<file path="config.mk">
export PLATFORM = sky130hd
export DESIGN_NAME = cache_burst_responder
export DESIGN_NICKNAME = d
export VERILOG_FILES = /design/src/rtl/cache_burst_pkg.sv /design/src/rtl/burst_buffer.sv /design/src/rtl/cache_burst_responder.sv
export SDC_FILE = /design/constraint.sdc
export NUM_CORES = 1
export LEC_CHECK = 0
export CORE_ASPECT_RATIO = 1.75
export CORE_MARGIN = 2
export CORE_UTILIZATION = 55
export DETAILED_ROUTE_END_ITERATION = 8
export GPL_TIMING_DRIVEN = 1
export HOLD_SLACK_MARGIN = 0.15
export PLACE_DENSITY = 0.84
export SYNTH_ARGS = -nofsm -noshare
export SYNTH_HDL_FRONTEND = slang
export SYNTH_SLANG_ARGS = --single-unit
</file>
<file path="constraint.sdc">
create_clock -name clk -period 3.7 [get_ports clk]
set_input_delay 0.74 -clock clk [delete_from_list [all_inputs] [get_ports clk]]
set_output_delay 0.74 -clock clk [all_outputs]
set_load 0.1 [all_outputs]
</file>
<file path="src/rtl/cache_burst_pkg.sv">
// Shared sizes and state encoding for the cache burst responder.
package cache_burst_pkg;

  localparam int BURST_LEN = 4;
  localparam int WORD_W    = 16;
  localparam int IDX_W     = $clog2(BURST_LEN);

  typedef logic [IDX_W-1:0]  idx_t;
  typedef logic [WORD_W-1:0] word_t;

  localparam idx_t LAST_IDX = idx_t'(BURST_LEN - 1);

  typedef enum logic [2:0] {
    IDLE,
    RD_ISSUE,
    RD_WAIT,
    FILL,
    WR_ISSUE,
    WR_WAIT,
    WR_DONE
  } state_e;

endpackage

</file>
<file path="src/rtl/burst_buffer.sv">
// Line buffer: one write port, one combinational read port.
module burst_buffer
  import cache_burst_pkg::*;
(
  input  logic              clk,
  input  logic              we,
  input  logic [IDX_W-1:0]  widx,
  input  logic [WORD_W-1:0] wdata,
  input  logic [IDX_W-1:0]  ridx,
  output logic [WORD_W-1:0] rdata
);

  word_t mem_q [BURST_LEN];

  always_ff @(posedge clk) begin
    if (we) mem_q[widx] <= wdata;
  end

  assign rdata = mem_q[ridx];

endmodule

</file>
<file path="src/rtl/cache_burst_responder.sv">
// Serves cache line fills (4-word bursts) and single-word writes
// from a word-wide backing memory with an ack handshake.
module cache_burst_responder
  import cache_burst_pkg::*;
#(
  parameter int ADDR_BITS = 26
) (
  input  logic                 clk,
  input  logic                 reset,
  input  logic                 sdram_req,
  input  logic                 sdram_rw,
  input  logic [31:0]          sdram_addr,
  input  logic [WORD_W-1:0]    data_to_sdram,
  output logic [WORD_W-1:0]    data_from_sdram,
  output logic                 sdram_fill,
  output logic                 sdram_wack,
  output logic                 mem_req,
  output logic                 mem_we,
  output logic [ADDR_BITS-2:0] mem_addr,
  output logic [WORD_W-1:0]    mem_wdata,
  input  logic [WORD_W-1:0]    mem_rdata,
  input  logic                 mem_ack
);

  localparam int AW = ADDR_BITS - 1;

  state_e            state_q, state_d;
  idx_t              idx_q, idx_d;
  logic [AW-1:0]     addr_q, addr_d;
  word_t             wdata_q, wdata_d;
  word_t             rdata_q, rdata_d;
  logic              fill_q, fill_d;
  logic              wack_q, wack_d;
  logic              mreq_q, mreq_d;
  logic              mwe_q, mwe_d;
  logic [AW-1:0]     maddr_q, maddr_d;
  word_t             mwdata_q, mwdata_d;
  logic              buf_we;
  word_t             buf_rdata;

  // Byte-lane bit and bits above the memory window are not forwarded.
  logic unused_addr;
  assign unused_addr = ^{sdram_addr[31:ADDR_BITS], sdram_addr[0]};

  burst_buffer u_buf (
    .clk   (clk),
    .we    (buf_we),
    .widx  (idx_q),
    .wdata (mem_rdata),
    .ridx  (idx_q),
    .rdata (buf_rdata)
  );

  always_comb begin
    state_d  = state_q;
    idx_d    = idx_q;
    addr_d   = addr_q;
    wdata_d  = wdata_q;
    rdata_d  = rdata_q;
    fill_d   = 1'b0;
    wack_d   = 1'b0;
    mreq_d   = mreq_q;
    mwe_d    = mwe_q;
    maddr_d  = maddr_q;
    mwdata_d = mwdata_q;
    buf_we   = 1'b0;
    unique case (state_q)
      IDLE: begin
        idx_d = '0;
        if (sdram_req) begin
          addr_d  = sdram_addr[ADDR_BITS-1:1];
          wdata_d = data_to_sdram;
          state_d = sdram_rw ? RD_ISSUE : WR_ISSUE;
        end
      end
      RD_ISSUE: begin
        mreq_d  = 1'b1;
        mwe_d   = 1'b0;
        maddr_d = {addr_q[AW-1:IDX_W], idx_q};
        state_d = RD_WAIT;
      end
      RD_WAIT: begin
        if (mem_ack) begin
          buf_we = 1'b1;
          mreq_d = 1'b0;
          idx_d  = idx_q + 1'b1;
          state_d = (idx_q == LAST_IDX) ? FILL : RD_ISSUE;
        end
      end
      FILL: begin
        rdata_d = buf_rdata;
        fill_d  = (idx_q == '0);
        idx_d   = idx_q + 1'b1;
        if (idx_q == LAST_IDX) state_d = IDLE;
      end
      WR_ISSUE: begin
        mreq_d   = 1'b1;
        mwe_d    = 1'b1;
        maddr_d  = addr_q;
        mwdata_d = wdata_q;
        state_d  = WR_WAIT;
      end
      WR_WAIT: begin
        if (mem_ack) begin
          mreq_d  = 1'b0;
          wack_d  = 1'b1;
          state_d = WR_DONE;
        end
      end
      // Hold here so a still-asserted request is not serviced twice.
      WR_DONE: begin
        if (!sdram_req) state_d = IDLE;
      end
      default: state_d = IDLE;
    endcase
  end

  always_ff @(posedge clk or negedge reset) begin
    if (!reset) begin
      state_q  <= IDLE;
      idx_q    <= '0;
      addr_q   <= '0;
      wdata_q  <= '0;
      rdata_q  <= '0;
      fill_q   <= 1'b0;
      wack_q   <= 1'b0;
      mreq_q   <= 1'b0;
      mwe_q    <= 1'b0;
      maddr_q  <= '0;
      mwdata_q <= '0;
    end else begin
      state_q  <= state_d;
      idx_q    <= idx_d;
      addr_q   <= addr_d;
      wdata_q  <= wdata_d;
      rdata_q  <= rdata_d;
      fill_q   <= fill_d;
      wack_q   <= wack_d;
      mreq_q   <= mreq_d;
      mwe_q    <= mwe_d;
      maddr_q  <= maddr_d;
      mwdata_q <= mwdata_d;
    end
  end

  assign data_from_sdram = rdata_q;
  assign sdram_fill      = fill_q;
  assign sdram_wack      = wack_q;
  assign mem_req         = mreq_q;
  assign mem_we          = mwe_q;
  assign mem_addr        = maddr_q;
  assign mem_wdata       = mwdata_q;

endmodule

</file>
Word-level counts from Yosys, hierarchy flattened
Memory sizes are Yosys's and may differ from the RTL's. A register that Yosys moved wholly into a read port is not among the register bits.
Cells that the tools add are included.
{"block": "totals", "n_memories": 1, "out_inout_bits": 61, "ff_bits": 91, "elab_cells": 57, "in_bits": 69, "mem_bits_rw": 64}
{"memory": "u_buf.mem_q", "words": 4, "word_bits": 16, "rd": 1, "rd_clocked_by_memory_dff": 1, "wr": 1, "line_no": "burst_buffer.sv:13", "source": "word_t mem_q [BURST_LEN];"}
{"block": "op_classes", "n_eq_ne": 13, "n_mux": 20, "reduce_logical": 12, "add_sub_neg": 1}
{"op": "$pmux W25 S2", "n": 1}
{"op": "$pmux W3 S7", "n": 1}
{"op": "$mux W3", "n": 6}
{"op": "$ne A2 B2 Y1 const B", "n": 5}
{"op": "$eq A3 B3 Y1 const B", "n": 3}
{"op": "$mux W1", "n": 7}
{"op": "$eq A3 B2 Y1 const B", "n": 2}
{"op": "$pmux W2 S3", "n": 1}
{"op": "$reduce_and A2 Y1", "n": 3}
{"op": "$reduce_and A5 Y1", "n": 1}
{"op": "$mux W2", "n": 2}
{"op": "$pmux W1 S2", "n": 2}
{"op": "$reduce_bool A2 Y1", "n": 2}
{"op": "$reduce_or A2 Y1", "n": 2}
{"op": "$eq A3 B1 Y1 const B", "n": 1}
{"op": "$logic_not A3 Y1", "n": 1}
{"op": "$reduce_bool A3 Y1", "n": 1}
{"op": "$add A2 B1 Y2 const B", "n": 1}
{"op": "$eq A2 B2 Y1 const B", "n": 1}
{"op": "$logic_not A2 Y1", "n": 1}
{"op": "$ne A2 B1 Y1 const B", "n": 1}
{"op": "$logic_not A1 Y1", "n": 1}

Longest topological paths before layout
{"block": "depth", "word_depth": 4, "depth_mapped": 6, "depth_no_buf": 4}

Modules after synthesis
A second synthesis with hierarchy kept.
{"block": "unflattened", "cells_unflattened": 355, "hier_area_um2": 6620.1}
{"mod": "cache_burst_responder", "n_inst": 1, "cells_per_inst": 267, "area_per_inst_um2": 4242.8}
{"mod": "burst_buffer", "n_inst": 1, "cells_per_inst": 88, "area_per_inst_um2": 2377.3}

Least setup slack after synthesis
Ideal clock, no wire load.
{"block": "synth_timing", "kind": "flip-flop to flip-flop", "startpoint": "register idx_q[1]", "endpoint": "memory u_buf.mem_q[0][0] in the netlist's numbering (enable)", "path_buffers": 2, "setup_time_ps": 374, "arrival_ps": 1413, "path_slack_ps": 1914, "stages_incl_launch_ff": 6, "required_time_ps": 3326, "period_less_slack_ps": 1786, "cell_sequence": "dfrtp_1 buf_2 buf_2 inv_1 ha_1 and2_1"}
{"element": "start, declared", "line_no": "cache_burst_responder.sv:28", "source": "idx_t idx_q, idx_d;"}
{"element": "start signal, assigned", "line_no": "cache_burst_responder.sv:133", "source": "idx_q <= idx_d;"}
{"element": "end, declared", "line_no": "burst_buffer.sv:13"}
Straight into the memory's write port.

Worst setup path after layout
{"block": "layout_timing", "startpoint": "register mwe_q, in the netlist mem_we", "endpoint": "output port mem_we"}
{"element": "start, declared", "line_no": "cache_burst_responder.sv:35", "source": "logic mwe_q, mwe_d;"}
{"element": "start signal, assigned", "line_no": "cache_burst_responder.sv:140", "source": "mwe_q <= mwe_d;"}
{"element": "end, declared", "line_no": "cache_burst_responder.sv:18", "source": "output logic mem_we,"}
No word-level cell between the ends.

==> impl_metrics.csv <==
group,metric,value,unit
die,core,11580,um2
global_route,overflow,0,
clock_tree,cts-buffers-inserted,17,
finish,final_core_util,72.83,%
synth,yosysUniqueCellTypes,35,
timing,clock_skew,10.16,ps
timing,slew_violations,0,
die,rows,52,
finish,fin_nets,566,
finish,areaGrowthSynthToFinish,28.45,%
setup_path,worstPathRequired,2960,ps
die,die_x,86.60,um
setup_path,critPathBufInv,1,
timing,finalCritPeriodShare,72.29,%
global_route,grt_max_degree,89,
finish,final_layout_size_suffix_gt1_share,29.45,%
status,status,"finished clean",
global_route,grt_usage,20.16,%
timing,worstMarginPinSlew,1115,ps
placed_design,port-buffer-count,122,
clock_tree,cts-root-buf,"clkbuf_16",
placed_design,gp_congestion,0.7570,
drt,detail_route.wl_per_cell,18.93,um
global_route,antenna_found_initial,0,
finish,stdcell_count,641,
setup_path,path_max_fanout,3,
timing,fin_setup_tns,0,ps
drt,drc,0,
die,die_h,148.5,um
clock_tree,numClockSinks,171,
synth,syn_area,6566,um2
job,cap_viol_max_count,0,
timing,max_slew_margin,25.70,%
setup_path,path_depth,1,
synth,synth_warnings,0,
clock_tree,cts_hold_buffers,0,
clock_tree,cts_tree,"built",
drt,drtPass1Iterations,4,
setup_path,slowest_delay,1160,ps
clock_tree,post_cts_resized,0,
setup_path,r2r_cells,2,
setup_path,worstSetupStartpointType,"register",
setup_path,critPathArrivalTime,1930,ps
clock_tree,htree_levels,4,
drt,wirelength,12130,um
placed_design,hpwl,8159,um
finish,final_common_cell,"clkdlybuf4s50_1",
setup_path,crit_family,"buffers and inverters",
die,start_util,56.70,%
synth,yosysSeqAreaShare,70.05,%
setup_path,crit_start,"mem_we",
synth,ys_ff_latch,171,
min_path,hp-class,"register to register",
die,io_pins,130,
timing,grt_setup_unrepaired,"false",
drt,routed_via_density,5.591,
setup_path,path_cells,"clkdlybuf4s50_1",
drt,drt_iter0_markers,240,
synth,synth_nets,437,
placed_design,dpl.cell_count,609,
die,die-area,12860,um2
placed_design,place_area,7884,um2
clock_tree,cts_buffer_depth,2,
timing,hold_violations,0,
finish,antenna_cells,0,
clock_tree,path_clk_slew,70,ps
clock_tree,post_cts_buffers,0,
drt,ant_nets,0,
setup_path,r2r_start,"idx_q[1]",
min_path,min_from,"wdata_q[8]",
setup_path,critical_path.endpoint,"mem_we",
global_route,grt_pass1_vias,3927,
global_route,grt_first_pass_wirelength,19550,um
synth,synthCells,364,
setup_path,timing.rr.end,"u_buf.mem_q[3][3]",
clock_tree,clk_latency,410,ps
finish,final_cell_mix,"clkdlybuf4s50_1 (121), dfrtp_1 (107), mux2_2 (93), edfxtp_1 (64), clkbuf_16 (17)",
setup_path,crit_slowest_cell,"clkdlybuf4s50_1",
setup_path,reg2reg_slack,1340,ps
timing,fmax,0.3738,GHz
setup_path,critPathKind,"register to primary output",
setup_path,cp-end-kind,"primary output",
finish,final_area,8434,um2
timing,setup_viol,0,
drt,dr_total_vias,3584,
synth,avgSynthCellArea,18.04,um2
timing,min_period,2675,ps
-- cell usage after synthesis, drive strengths merged --
library cell  number  share of area, %
and3               2              0.19
xnor2              1              0.25
clkbuf             1             0.057
mux4              16               5.5
inv                6              0.34
ha                 4              0.76
and3b              1              0.13
nand2b             1              0.21
nor4b              1              0.13
edfxtp            64                29
o311ai             1              0.13
nor3b              1              0.11
a211o              1              0.13
and2b              1              0.11
nand2              4              0.27
nor2              10              0.69
nor2b              3              0.29
a211oi             1              0.11
and2               4              0.38
nor3               2              0.23
mux2              96                16
a22oi              2              0.23
a21oi              6              0.46
o31ai              1              0.11
buf               16               1.8
dfrtp            107                41
o21ai              9              0.69
a31oi              1             0.095
o32ai              1              0.13
-- through the flow --
stage / setup slack [ps] / hold WS, ps
after floorplan: 1914 / 444.4
after global placement: 1017 / 462.2
after detailed placement: 996.5 / 474.2
after CTS: 993.5 / 489.3
after global routing: 958.8 / 501.4
final: 1025 / 486.1
-- worst min path at each step --
stage	end	depth (start not counted)	slack [ps]
floorplan	addr_q[0]	0	440
global placement	wdata_q[8]	1	460
detailed placement	wdata_q[8]	1	470
CTS	wdata_q[8]	1	490
global route	wdata_q[8]	1	500
finish	wdata_q[8]	1	490
-- final cells by class --
| class | count | area (um2) |
|---|---|---|
| Inverter | 6 | 22.52 |
| Fill cell | 737 | 3147 |
| Clock buffer | 19 | 432.9 |
| Sequential cell | 171 | 4599 |
| Tap cell | 135 | 168.9 |
| Timing Repair Buffer | 127 | 1256 |
| Clock inverter | 13 | 117.6 |
| Multi-Input combinational cell | 170 | 1837 |
-- cell families (layout without fill, tap and decap cells) --
| family | Yosys count | count (layout) | synth area share, % |
|---|---|---|---|
| buffers and inverters | 23 | 165 | 2.153 |
| AO/OA/AOI/OAI | 23 | 23 | 2.096 |
| AND/OR/NAND/NOR | 30 | 30 | 2.744 |
| XOR/XNOR | 1 | 1 | 0.2478 |
| flip-flops | 171 | 171 | 70.05 |
| multiplexers | 112 | 112 | 21.95 |
| adder cells (fa/ha/maj) | 4 | 4 | 0.7622 |
-- sequential cells by signal, summed over array words and instances, names as in the netlist --
signal,flops
state_q,3
wdata_q,16
mem_req,1
mem_wdata,16
sdram_wack,1
mem_addr,25
addr_q,25
sdram_fill,1
idx_q,2
u_buf.mem_q,64
data_from_sdram,16
mem_we,1
-- layer usage --
metal | GRT usage [%] | vias to the layer above | part of all wire, %
li1 | - | 1612 | -
met2 | 34.65 | 112 | 55
met5 | 0 | - | 0
met3 | 7.492 | 21 | 5.9
met4 | 6.953 | 0 | 2.1
met1 | 22.89 | 1839 | 37
Power is left out: the tool's default activity adds up to more than one toggle a clock period on the data nets, which glitch-free logic cannot reach.
